[src/rtl/unidade_muldiv_pkg.sv]
// Shared constants, funct3 encodings and FSM states for the RV32M multiply/divide unit.
package muldiv_pkg;

  localparam int LARGURA   = 32;
  localparam int LARG_END  = 5;
  localparam int ITERACOES = 32;
  localparam int LARG_CONT = $clog2(ITERACOES);

  localparam logic [2:0] F3_MUL    = 3'b000;
  localparam logic [2:0] F3_MULH   = 3'b001;
  localparam logic [2:0] F3_MULHSU = 3'b010;
  localparam logic [2:0] F3_MULHU  = 3'b011;
  localparam logic [2:0] F3_DIV    = 3'b100;
  localparam logic [2:0] F3_DIVU   = 3'b101;
  localparam logic [2:0] F3_REM    = 3'b110;
  localparam logic [2:0] F3_REMU   = 3'b111;

  typedef enum logic [1:0] {
    OCIOSO  = 2'd0,
    CALC    = 2'd1,
    CORRIGE = 2'd2,
    FIM     = 2'd3
  } estado_e;

  // Two's-complement negate when neg is set; used for operand magnitudes and result correction.
  function automatic logic [LARGURA-1:0] nega_se(input logic neg, input logic [LARGURA-1:0] v);
    return neg ? ({LARGURA{1'b0}} - v) : v;
  endfunction

endpackage

[src/rtl/unidade_muldiv_if.sv]
// Request/result bundle between the register bank side and the muldiv unit.
interface unidade_muldiv_if;
  import muldiv_pkg::*;

  logic                inicio;
  logic [2:0]          funct3;
  logic [LARG_END-1:0] endereco_regd_in;
  logic [LARGURA-1:0]  valor_reg1;
  logic [LARGURA-1:0]  valor_reg2;
  logic                ocupado;
  logic                pronto;
  logic                reg_escrita;
  logic [LARG_END-1:0] endereco_regd;
  logic [LARGURA-1:0]  dado_escrita;

  // Requester side: issues operations and observes the write-back.
  modport master (
    output inicio, funct3, endereco_regd_in, valor_reg1, valor_reg2,
    input  ocupado, pronto, reg_escrita, endereco_regd, dado_escrita
  );

  // Unit side.
  modport slave (
    input  inicio, funct3, endereco_regd_in, valor_reg1, valor_reg2,
    output ocupado, pronto, reg_escrita, endereco_regd, dado_escrita
  );
endinterface

[src/rtl/unidade_muldiv_passo.sv]
// One iteration of the iterative datapath: shift-add multiply or restoring divide step.
// Multiply: {acc_hi, acc_lo} is the running product, acc_lo starts as the multiplier.
// Divide:   acc_hi is the partial remainder, acc_lo shifts the dividend out and the quotient in.
module muldiv_passo
  import muldiv_pkg::*;
(
  input  logic               modo_div,
  input  logic [LARGURA-1:0] acc_hi,
  input  logic [LARGURA-1:0] acc_lo,
  input  logic [LARGURA-1:0] operando,
  output logic [LARGURA-1:0] hi_prox,
  output logic [LARGURA-1:0] lo_prox
);

  logic [LARGURA:0] soma_s;
  logic [LARGURA:0] parcial_s;
  logic [LARGURA:0] tentativa_s;

  // Compute both step flavours and select by mode; bit LARGURA of tentativa_s is the borrow.
  always_comb begin
    soma_s      = {1'b0, acc_hi} + (acc_lo[0] ? {1'b0, operando} : {(LARGURA+1){1'b0}});
    parcial_s   = {acc_hi, acc_lo[LARGURA-1]};
    tentativa_s = parcial_s - {1'b0, operando};
    if (modo_div) begin
      if (!tentativa_s[LARGURA]) begin
        hi_prox = tentativa_s[LARGURA-1:0];
        lo_prox = {acc_lo[LARGURA-2:0], 1'b1};
      end else begin
        hi_prox = parcial_s[LARGURA-1:0];
        lo_prox = {acc_lo[LARGURA-2:0], 1'b0};
      end
    end else begin
      hi_prox = soma_s[LARGURA:1];
      lo_prox = {soma_s[0], acc_lo[LARGURA-1:1]};
    end
  end

endmodule

[src/rtl/unidade_muldiv.sv]
// Iterative RV32M multiply/divide unit writing its result back into the register bank.
module unidade_muldiv
  import muldiv_pkg::*;
(
  input  logic             clock,
  input  logic             reset_n,
  unidade_muldiv_if.slave  bus
);

  estado_e                estado_q, estado_d;
  logic [LARG_CONT-1:0]   cont_q, cont_d;
  logic [LARGURA-1:0]     acc_hi_q, acc_hi_d;
  logic [LARGURA-1:0]     acc_lo_q, acc_lo_d;
  logic [LARGURA-1:0]     operando_q, operando_d;
  logic [2:0]             funct3_q, funct3_d;
  logic                   neg_res_q, neg_res_d;
  logic                   neg_rem_q, neg_rem_d;
  logic [LARG_END-1:0]    rd_q, rd_d;
  logic [LARGURA-1:0]     dado_q, dado_d;
  logic                   pronto_q, pronto_d;
  logic                   ocupado_q, ocupado_d;

  logic                   e_div_s;
  logic                   sinal_a_s, sinal_b_s;
  logic [LARGURA-1:0]     mag_a_s, mag_b_s;
  logic                   curto_s;
  logic [LARGURA-1:0]     valor_curto_s;
  logic [LARGURA-1:0]     passo_hi_s, passo_lo_s;
  logic [2*LARGURA-1:0]   produto_s;
  logic [LARGURA-1:0]     quoc_s, resto_s;
  logic [LARGURA-1:0]     resultado_s;

  muldiv_passo u_passo (
    .modo_div (funct3_q[2]),
    .acc_hi   (acc_hi_q),
    .acc_lo   (acc_lo_q),
    .operando (operando_q),
    .hi_prox  (passo_hi_s),
    .lo_prox  (passo_lo_s)
  );

  // Decode operand signedness, magnitudes and the accept-time short-circuit cases.
  always_comb begin
    e_div_s = bus.funct3[2];
    if (e_div_s) begin
      sinal_a_s = bus.valor_reg1[LARGURA-1] & ~bus.funct3[0];
      sinal_b_s = bus.valor_reg2[LARGURA-1] & ~bus.funct3[0];
    end else begin
      sinal_a_s = bus.valor_reg1[LARGURA-1] & (bus.funct3 != F3_MULHU);
      sinal_b_s = bus.valor_reg2[LARGURA-1] & ((bus.funct3 == F3_MUL) | (bus.funct3 == F3_MULH));
    end
    mag_a_s = nega_se(sinal_a_s, bus.valor_reg1);
    mag_b_s = nega_se(sinal_b_s, bus.valor_reg2);
    curto_s       = 1'b0;
    valor_curto_s = {LARGURA{1'b0}};
    if (e_div_s && (bus.valor_reg2 == {LARGURA{1'b0}})) begin
      curto_s       = 1'b1;
      valor_curto_s = bus.funct3[1] ? bus.valor_reg1 : {LARGURA{1'b1}};
    end else if (e_div_s && !bus.funct3[0] && (bus.valor_reg1 == {1'b1, {(LARGURA-1){1'b0}}})
                 && (bus.valor_reg2 == {LARGURA{1'b1}})) begin
      curto_s       = 1'b1;
      valor_curto_s = bus.funct3[1] ? {LARGURA{1'b0}} : {1'b1, {(LARGURA-1){1'b0}}};
    end else begin
      curto_s       = 1'b0;
      valor_curto_s = {LARGURA{1'b0}};
    end
  end

  // Apply sign correction to the finished accumulators and pick the architectural result word.
  always_comb begin
    produto_s = {acc_hi_q, acc_lo_q};
    if (neg_res_q) begin
      produto_s = {(2*LARGURA){1'b0}} - {acc_hi_q, acc_lo_q};
    end else begin
      produto_s = {acc_hi_q, acc_lo_q};
    end
    quoc_s  = nega_se(neg_res_q, acc_lo_q);
    resto_s = nega_se(neg_rem_q, acc_hi_q);
    case (funct3_q)
      F3_MUL:                     resultado_s = produto_s[LARGURA-1:0];
      F3_MULH, F3_MULHSU, F3_MULHU: resultado_s = produto_s[2*LARGURA-1:LARGURA];
      F3_DIV, F3_DIVU:            resultado_s = quoc_s;
      F3_REM, F3_REMU:            resultado_s = resto_s;
      default:                    resultado_s = {LARGURA{1'b0}};
    endcase
  end

  // Next-state logic: accept, iterate, correct, announce.
  always_comb begin
    estado_d   = estado_q;
    cont_d     = cont_q;
    acc_hi_d   = acc_hi_q;
    acc_lo_d   = acc_lo_q;
    operando_d = operando_q;
    funct3_d   = funct3_q;
    neg_res_d  = neg_res_q;
    neg_rem_d  = neg_rem_q;
    rd_d       = rd_q;
    dado_d     = dado_q;
    case (estado_q)
      OCIOSO: begin
        if (bus.inicio) begin
          funct3_d  = bus.funct3;
          rd_d      = bus.endereco_regd_in;
          neg_res_d = sinal_a_s ^ sinal_b_s;
          neg_rem_d = sinal_a_s;
          acc_hi_d  = {LARGURA{1'b0}};
          if (e_div_s) begin
            acc_lo_d   = mag_a_s;
            operando_d = mag_b_s;
          end else begin
            acc_lo_d   = mag_b_s;
            operando_d = mag_a_s;
          end
          if (curto_s) begin
            dado_d   = valor_curto_s;
            estado_d = FIM;
          end else begin
            cont_d   = LARG_CONT'(ITERACOES - 1);
            estado_d = CALC;
          end
        end else begin
          estado_d = OCIOSO;
        end
      end
      CALC: begin
        acc_hi_d = passo_hi_s;
        acc_lo_d = passo_lo_s;
        cont_d   = cont_q - {{(LARG_CONT-1){1'b0}}, 1'b1};
        if (cont_q == {LARG_CONT{1'b0}}) begin
          estado_d = CORRIGE;
        end else begin
          estado_d = CALC;
        end
      end
      CORRIGE: begin
        dado_d   = resultado_s;
        estado_d = FIM;
      end
      FIM: begin
        estado_d = OCIOSO;
      end
      default: begin
        estado_d = OCIOSO;
      end
    endcase
    pronto_d  = (estado_d == FIM);
    ocupado_d = (estado_d != OCIOSO);
  end

  // State, datapath and output registers; reset aborts any operation in flight.
  always_ff @(posedge clock or negedge reset_n) begin
    if (!reset_n) begin
      estado_q   <= OCIOSO;
      cont_q     <= {LARG_CONT{1'b0}};
      acc_hi_q   <= {LARGURA{1'b0}};
      acc_lo_q   <= {LARGURA{1'b0}};
      operando_q <= {LARGURA{1'b0}};
      funct3_q   <= 3'b000;
      neg_res_q  <= 1'b0;
      neg_rem_q  <= 1'b0;
      rd_q       <= {LARG_END{1'b0}};
      dado_q     <= {LARGURA{1'b0}};
      pronto_q   <= 1'b0;
      ocupado_q  <= 1'b0;
    end else begin
      estado_q   <= estado_d;
      cont_q     <= cont_d;
      acc_hi_q   <= acc_hi_d;
      acc_lo_q   <= acc_lo_d;
      operando_q <= operando_d;
      funct3_q   <= funct3_d;
      neg_res_q  <= neg_res_d;
      neg_rem_q  <= neg_rem_d;
      rd_q       <= rd_d;
      dado_q     <= dado_d;
      pronto_q   <= pronto_d;
      ocupado_q  <= ocupado_d;
    end
  end

  assign bus.ocupado       = ocupado_q;
  assign bus.pronto        = pronto_q;
  assign bus.reg_escrita   = pronto_q;
  assign bus.endereco_regd = rd_q;
  assign bus.dado_escrita  = dado_q;

endmodule
[src/flat_wrapper.sv]
// flat-port wrapper written by rule: the top's interface ports become plain ports
module unidade_muldiv_flat import muldiv_pkg::*;
  (clock, reset_n, bus_inicio, bus_funct3, bus_endereco_regd_in, bus_valor_reg1, bus_valor_reg2, bus_ocupado, bus_pronto, bus_reg_escrita, bus_endereco_regd, bus_dado_escrita);
  unidade_muldiv_if bus_i ();
  input  logic clock;
  input  logic reset_n;
  input wire logic [$bits(bus_i.inicio)-1:0] bus_inicio;
  input wire logic [$bits(bus_i.funct3)-1:0] bus_funct3;
  input wire logic [$bits(bus_i.endereco_regd_in)-1:0] bus_endereco_regd_in;
  input wire logic [$bits(bus_i.valor_reg1)-1:0] bus_valor_reg1;
  input wire logic [$bits(bus_i.valor_reg2)-1:0] bus_valor_reg2;
  output wire logic [$bits(bus_i.ocupado)-1:0] bus_ocupado;
  output wire logic [$bits(bus_i.pronto)-1:0] bus_pronto;
  output wire logic [$bits(bus_i.reg_escrita)-1:0] bus_reg_escrita;
  output wire logic [$bits(bus_i.endereco_regd)-1:0] bus_endereco_regd;
  output wire logic [$bits(bus_i.dado_escrita)-1:0] bus_dado_escrita;
  assign bus_i.inicio = bus_inicio;
  assign bus_i.funct3 = bus_funct3;
  assign bus_i.endereco_regd_in = bus_endereco_regd_in;
  assign bus_i.valor_reg1 = bus_valor_reg1;
  assign bus_i.valor_reg2 = bus_valor_reg2;
  assign bus_ocupado = bus_i.ocupado;
  assign bus_pronto = bus_i.pronto;
  assign bus_reg_escrita = bus_i.reg_escrita;
  assign bus_endereco_regd = bus_i.endereco_regd;
  assign bus_dado_escrita = bus_i.dado_escrita;
  unidade_muldiv u_core (.clock(clock), .reset_n(reset_n), .bus(bus_i));
endmodule
[config.mk]
export PLATFORM = sky130hd
export DESIGN_NAME = unidade_muldiv_flat
export DESIGN_NICKNAME = d
export VERILOG_FILES = /design/src/rtl/unidade_muldiv_pkg.sv /design/src/rtl/unidade_muldiv_if.sv /design/src/rtl/unidade_muldiv_passo.sv /design/src/rtl/unidade_muldiv.sv /design/src/flat_wrapper.sv
export SDC_FILE = /design/constraint.sdc
export NUM_CORES = 1
export LEC_CHECK = 0
export ABC_AREA = 1
export CAP_MARGIN = 20
export CELL_PAD_IN_SITES_DETAIL_PLACEMENT = 1
export CELL_PAD_IN_SITES_GLOBAL_PLACEMENT = 2
export CORE_MARGIN = 2
export CORE_UTILIZATION = 37
export CTS_CLUSTER_DIAMETER = 60
export CTS_CLUSTER_SIZE = 10
export DETAILED_ROUTE_END_ITERATION = 16
export DONT_BUFFER_PORTS = 1
export PLACE_DENSITY_LB_ADDON = 0.1
export SLEW_MARGIN = 10
export SYNTH_ARGS = -nofsm -noshare
export SYNTH_HDL_FRONTEND = slang
export SYNTH_SLANG_ARGS = --single-unit
[constraint.sdc]
create_clock -name clock -period 8.3 [get_ports clock]
set_input_delay 1.66 -clock clock [delete_from_list [all_inputs] [get_ports clock]]
set_output_delay 1.66 -clock clock [all_outputs]
set_load 0.01 [all_outputs]
### Word level (Yosys, flattened, before mapping)

Cells that the tools add are included.
Widths: inputs -> output; s select.

| storage, ports and cells | value |
|---|---|
| ROM bits | 0 |
| word-level logic and storage cells | 100 |
| bits in writable memories | 0 |
| register bits | 147 |
| memories | 0 |
| latch bits | 0 |

| operators by class | value |
|---|---|
| add/sub/neg operators | 8 |
| divide/modulo/power cells | 0 |
| muxes and demuxes | 35 |
| reduce and logical (&&, ||, !) cells | 20 |
| equal/unequal tests | 18 |
| bitwise operators | 7 |
| shift operators | 0 |
| $lt $le $gt $ge | 0 |
| multipliers | 0 |

Operator list:

| cell | count |
|---|---|
| $mux 32 | 18 |
| $pmux 32 s2 | 3 |
| $pmux 32 s4 | 1 |
| $sub 1x32->32 const A | 4 |
| $eq 32x32->1 const B | 2 |
| $mux 64 | 1 |
| $sub 1x64->64 const A | 1 |
| $add 32x33->33 | 1 |
| $sub 33x32->33 | 1 |
| $logic_not 32->1 | 1 |
| $eq 3x3->1 const B | 4 |
| $mux 5 | 2 |
| $pmux 5 s2 | 1 |
| $pmux 2 s4 | 1 |
| $eq 2x2->1 const B | 3 |
| $eq 3x1->1 const B | 2 |
| $eq 3x2->1 const B | 2 |
| $logic_not 3->1 | 2 |
| $mux 2 | 3 |
| $reduce_and 3->1 | 2 |
| $reduce_bool 2->1 | 3 |
| $logic_not 5->1 | 1 |
| $mux 1 | 5 |
| $sub 5x1->5 const B | 1 |
| other kinds (14) | 23 |

### Longest topological paths before layout

| logic depth | value |
|---|---|
| word-level depth | 10 |
| depth in mapped cells | 22 |
| depth with buffers taken out | 20 |

### By module

From an unflattened synthesis, not the netlist that was laid out.

| unflattened totals | value |
|---|---|
| cell total of the unflattened synthesis | 3211 |
| area, all modules | 18280.0 sq um |

By module, submodules not included:

| module | area each (sq um) | cells an instance | times used |
|---|---|---|---|
| unidade_muldiv | 11942.7 | 1903 | 1 |
| muldiv_passo | 6337.3 | 1308 | 1 |

### Worst setup path before layout

OpenSTA, ideal clock, no wires.

| timing path | value |
|---|---|
| kind | input -> register |
| from | in bus_valor_reg1[0] |
| to | reg u_core.dado_q[24] (netlist: u_core.bus.dado_escrita[24]) |
| arrival | 3.043 ns |
| buffers on the path | 1 |
| required time | 8.180 ns |
| setup slack | 5.137 ns |
| stages on the path | 13 |
| setup time | 0.120 ns |
| cells stage by stage | inv_1 > ha_1 > nand4_1 > nor2_2 > nand3_1 > nand3b_1 > nand3_2 > nand2_4 > buf_6 > nand2_1 > nand2_1 > inv_1 > nand2_1 |

| on the way | value |
|---|---|
| cells in the longest elaborated chain, start to end | 8 |
| elaborated cells on any way between the ends | 12 |
| classes of those cells | 2 x eq/ne; 7 x mux; 3 x reduce/logical |

Ends and longest elaborated chain:

| element | RTL line | RTL |
|---|---|---|
| start, declared | flat_wrapper.sv:10 | `input wire logic [$bits(bus_i.valor_reg1)-1:0] bus_valor_reg1;` |
| $eq 32x32->1 * | unidade_muldiv.sv:59 | `end else if (e_div_s && !bus.funct3[0] && (bus.valor_reg1 == {1'b1, {(LARGURA-1){1'b0}}})` |
| $logic_and 1x1->1 * | unidade_muldiv.sv:59 |  |
| $logic_and 1x1->1 * | unidade_muldiv.sv:60 | `&& (bus.valor_reg2 == {LARGURA{1'b1}})) begin` |
| $mux 32 | unidade_muldiv.sv:59 |  |
| $mux 32 | unidade_muldiv.sv:56 | `if (e_div_s && (bus.valor_reg2 == {LARGURA{1'b0}})) begin` |
| $mux 32 | unidade_muldiv.sv:115 | `if (curto_s) begin` |
| $mux 32 | unidade_muldiv.sv:102 | `if (bus.inicio) begin` |
| $pmux 32 s2 | unidade_muldiv.sv:100 | `case (estado_q)` |
| end signal, assigned | unidade_muldiv.sv:163 | `dado_q <= {LARGURA{1'b0}};` |
| end signal, assigned | unidade_muldiv.sv:176 | `dado_q <= dado_d;` |
| end, declared | unidade_muldiv.sv:19 | `logic [LARGURA-1:0] dado_q, dado_d;` |

Mark *: on every way between the ends. The rest lies on a longest branch, timed or not. The select of a mux whose other input is x is not followed.
A chain may end at the register's enable or synchronous reset.

### Worst setup path in the final report

| timing path | value |
|---|---|
| from | reg u_core.funct3_q[2] |
| to | reg u_core.dado_q[19] (netlist: u_core.bus.dado_escrita[19]) |

| on the way | value |
|---|---|
| cells in the longest elaborated chain, start to end | 4 |
| elaborated cells on any way between the ends | 13 |
| classes of those cells | 7 x eq/ne; 2 x mux; 4 x reduce/logical |

Ends and longest elaborated chain:

| element | RTL line | RTL |
|---|---|---|
| start, declared | unidade_muldiv.sv:15 | `logic [2:0] funct3_q, funct3_d;` |
| start signal, assigned | unidade_muldiv.sv:172 | `funct3_q <= funct3_d;` |
| $eq 3x1->1, or another cell as far along | unidade_muldiv.sv:79 | `case (funct3_q)` |
| $reduce_or 3->1 / $reduce_or 2->1 (equally long branches) | unidade_muldiv.sv:79 |  |
| $pmux 32 s4 * | unidade_muldiv.sv:79 |  |
| $pmux 32 s2 * | unidade_muldiv.sv:100 |  |

Mark *: on every way between the ends. The rest lies on a longest branch, timed or not.

==> metrics <==
GP Congestion=roughly 1; Sequential Power Share=between 10% and 20%; DR vias=22200; GRT overflow=0; RSZ-0062 raised after global routing=no; Post-CTS Setup Bufs=0; Async SR Flop Fraction=between 90% and 100%; Primary FF master, synth=dfrtp_1; Mapped Cells=roughly 3300; Placeable Area=between 40000 and 50000 um2; Util after Layout=between 30% and 40%; Setup Viol. Count Final=0; vias in the first global route=roughly 22000; largest net degree at the start of global routing=between 100 and 150; Routed WL per cell=around 25 um; Post-synth EDFFs=0; finished layout cell area=~20000 um2; CP max stage delay=a little over 0.8 ns; NetSw=around 6000 uW; sequential fraction of the synthesis area=roughly 20%; Hold Crit Class=flip-flop to flip-flop; die height=around 230 um; syn_nets=~3400; worst path cell trace=buf_4 -> nand2_1 -> clkinv_1 -> nand2_1 -> o21ai_0 -> a21oi_1 -> nor2_1; CTS clk-pin slew, worst paths=around 0.07 ns; area leader, netlist=nand2_1; Residual DRC=0; Initial Utilization=37.5%; Worst setup EP type=flip-flop; Final Max Slew Viols=0; CTS Hold Bufs=0; skew final=about 0.017 ns; CTS Buffer Depth=2; crit start category=flip-flop; total wire length=approximately 97000 um; ANT cells=0; YS warnings=0; initial antenna violation count=1; post-CTS sizing=0; Fmax achieved=around 0.24 GHz; syn_area_per_cell=~5.6 um2; Pwr Total=9420 uW; worst-path maximum fanout=55; Final ANT Viol Nets=0; Die W=between 200 and 250 um; Place WS=about 4 ns; IO Pins=~120; Worst Path Required=8.72 ns; CTS sink cnt=roughly 150; Final Hold Viols=0; dpl hpwl=slightly below 80000 um; final net count=between 3000 and 4000; #FFs+latches synth=roughly 150; Slew Limit Headroom=around 25%; Rows=between 80 and 90; Unique masters post-synth=between 40 and 50; first-pass GRT wire length=~140000 um; maxcap violations=0; total negative setup slack=0 ns; Filler cells=around 6900; cts bufs inserted=17; GRT Total Usage=between 30% and 40%; Clk pwr share=about 9.0%; worst skew pair latency=0.50 ns; combinational fraction of design power=71.8%; final worst slack=approximately 4.2 ns; Arrival @ worst endpoint=~4.5 ns; via/cell ratio=roughly 5.8; drt initial violations=around 1800; H-tree depth=4; top-area cell type share of the netlist area=22.0%; CP max stage cell=dfrtp_2; placed cell area=18800 um2; maximum VDD drop=around 0.00019 V; status=finished, final reports clean; IO Port Bufs=0; Synth area leaders=nand2_1, dfrtp_1, inv_1; fin crit share=around 50%; CTS tree=done; die footprint=between 50000 and 60000 um2; First-pass DRT Iterations=5; CTS root buffer=clkbuf_16; Pwr Density=around 480 nW/um2; Most Frequent Cell on Critical Path=nand2_1; worst slew pin tran=between 1 and 1.5 ns; area grow syn2layout=5.84%; clock period minus final worst setup slack=slightly above 4 ns; share of layout cells above drive strength 1=under 10%; Syn Std Cell Area=18400 um2; LEAKAGE=approximately 0.01 uW; internal power=3420 uW; WS Path Type=flip-flop to flip-flop; sw frac=between 60% and 70%
## per-stage QoR
step	hold WS [ns]	cells
6_report	0.502	3865
2_1_floorplan	0.454	3263
4_1_cts	0.499	3864
3_3_place_gp	0.475	3832
5_1_grt	0.530	3865
3_5_place_dp	0.489	3832
## cell usage in the layout, fill, tap and decap left out, types with 6 or more instances in the layout
master	count
nand2_1	1077
inv_1	421
nor2_1	362
nand3_1	314
a21oi_1	186
o21ai_0	183
dfrtp_1	144
xor2_1	70
ha_1	70
nand4_1	58
nor2_2	30
nor3_1	27
o211ai_1	27
a21oi_2	20
a22oi_1	18
clkbuf_16	17
nand3b_1	16
o21ai_1	15
buf_4	15
nand2_2	13
xnor2_1	13
o221ai_1	8
a31oi_1	8
inv_2	7
a21o_1	7
nor4_1	6
nor2_4	6
inv_8	6
## worst max-delay path, delay by kind of cell, from the launching register on
family                 cells  cell delay [ns]
and+or+nand+nor            3             0.87
AOI/OAI and AO/OA          2             0.87
buffers and inverters      2             1.40
DFF                        1             0.82
## cell type report
class	instances	area (um2)	area share (%)
inverter	432	1630	8.37
multi-input combinational	2574	12500	64.5
sequential	147	3680	18.9
clock buffer	17	425	2.19
timing repair buffer	16	140	0.721
clock inverter	15	205	1.06
tap	664	831	4.27
## path summary, 6_finish.rpt
check                                    from                           to  slack [ns]  cells past startpoint
max                        u_core.funct3_q[2]  u_core.bus.dado_escrita[19]        4.18                      7
min                          u_core.cont_q[0]             u_core.cont_q[0]        0.50                      1
max reg2reg                u_core.funct3_q[2]  u_core.bus.dado_escrita[19]        4.18                      7
min reg2reg                  u_core.cont_q[0]             u_core.cont_q[0]        0.50                      1
max in group asynchronous             reset_n  u_core.bus.dado_escrita[10]        7.01                      0
min in group asynchronous             reset_n  u_core.bus.endereco_regd[4]        0.88                      0
## logic make-up after synthesis
logic type	Yosys count	share of synthesized area [%]
DFF	147	20.0
xor gates and xnor gates	83	3.96
buffers and inverters	542	11.8
adders and majority gates	72	4.99
and+or+nand+nor	1924	44.0
AOI/OAI and AO/OA	495	15.2
## sequential cells by signal, indices dropped and copies added, names as in the netlist
name	cells
u_core.neg_res_q	1
u_core.funct3_q	3
u_core.bus.dado_escrita	32
u_core.cont_q	5
u_core.operando_q	32
u_core.acc_lo_q	32
u_core.bus.endereco_regd	5
u_core.bus.ocupado	1
u_core.acc_hi_q	32
u_core.neg_rem_q	1
u_core.bus.pronto	1
u_core.estado_q	2
## cells in the mapped netlist, types with 16 or more instances
| cell | instances |
|---|---|
| nand3b_1 | 16 |
| a21oi_1 | 186 |
| nand4_1 | 58 |
| nor2_2 | 29 |
| ha_1 | 70 |
| o21ai_0 | 183 |
| dfrtp_1 | 147 |
| nor2_1 | 365 |
| buf_2 | 17 |
| buf_1 | 16 |
| clkbuf_1 | 61 |
| xor2_1 | 70 |
| o211ai_1 | 27 |
| a21oi_2 | 20 |
| nand2_1 | 1077 |
| nand3_1 | 314 |
| inv_1 | 421 |
| nor3_1 | 27 |
| a22oi_1 | 18 |
## routing by layer
| layer | GRT usage, % | part of all wire (%) | wire length, um |
|---|---|---|---|
| met1 | 49.1 | 42 | 41100 |
| met3 | 8.86 | 8.2 | 7960 |
| met2 | 58.6 | 43 | 42300 |
| met5 | 0 | 0.013 | 13 |
| met4 | 21.2 | 6.1 | 5950 |
## power groups by stage
stage	clock network (uW)	registers, uW	logic [uW]
2_1_floorplan	0	1290	4560
3_3_place_gp	0	1780	6410
3_5_place_dp	0	1780	6540
4_1_cts	866	1770	6580
5_1_grt	888	1800	7450
6_report	852	1810	6760
Power figures use the tool's default switching activity.
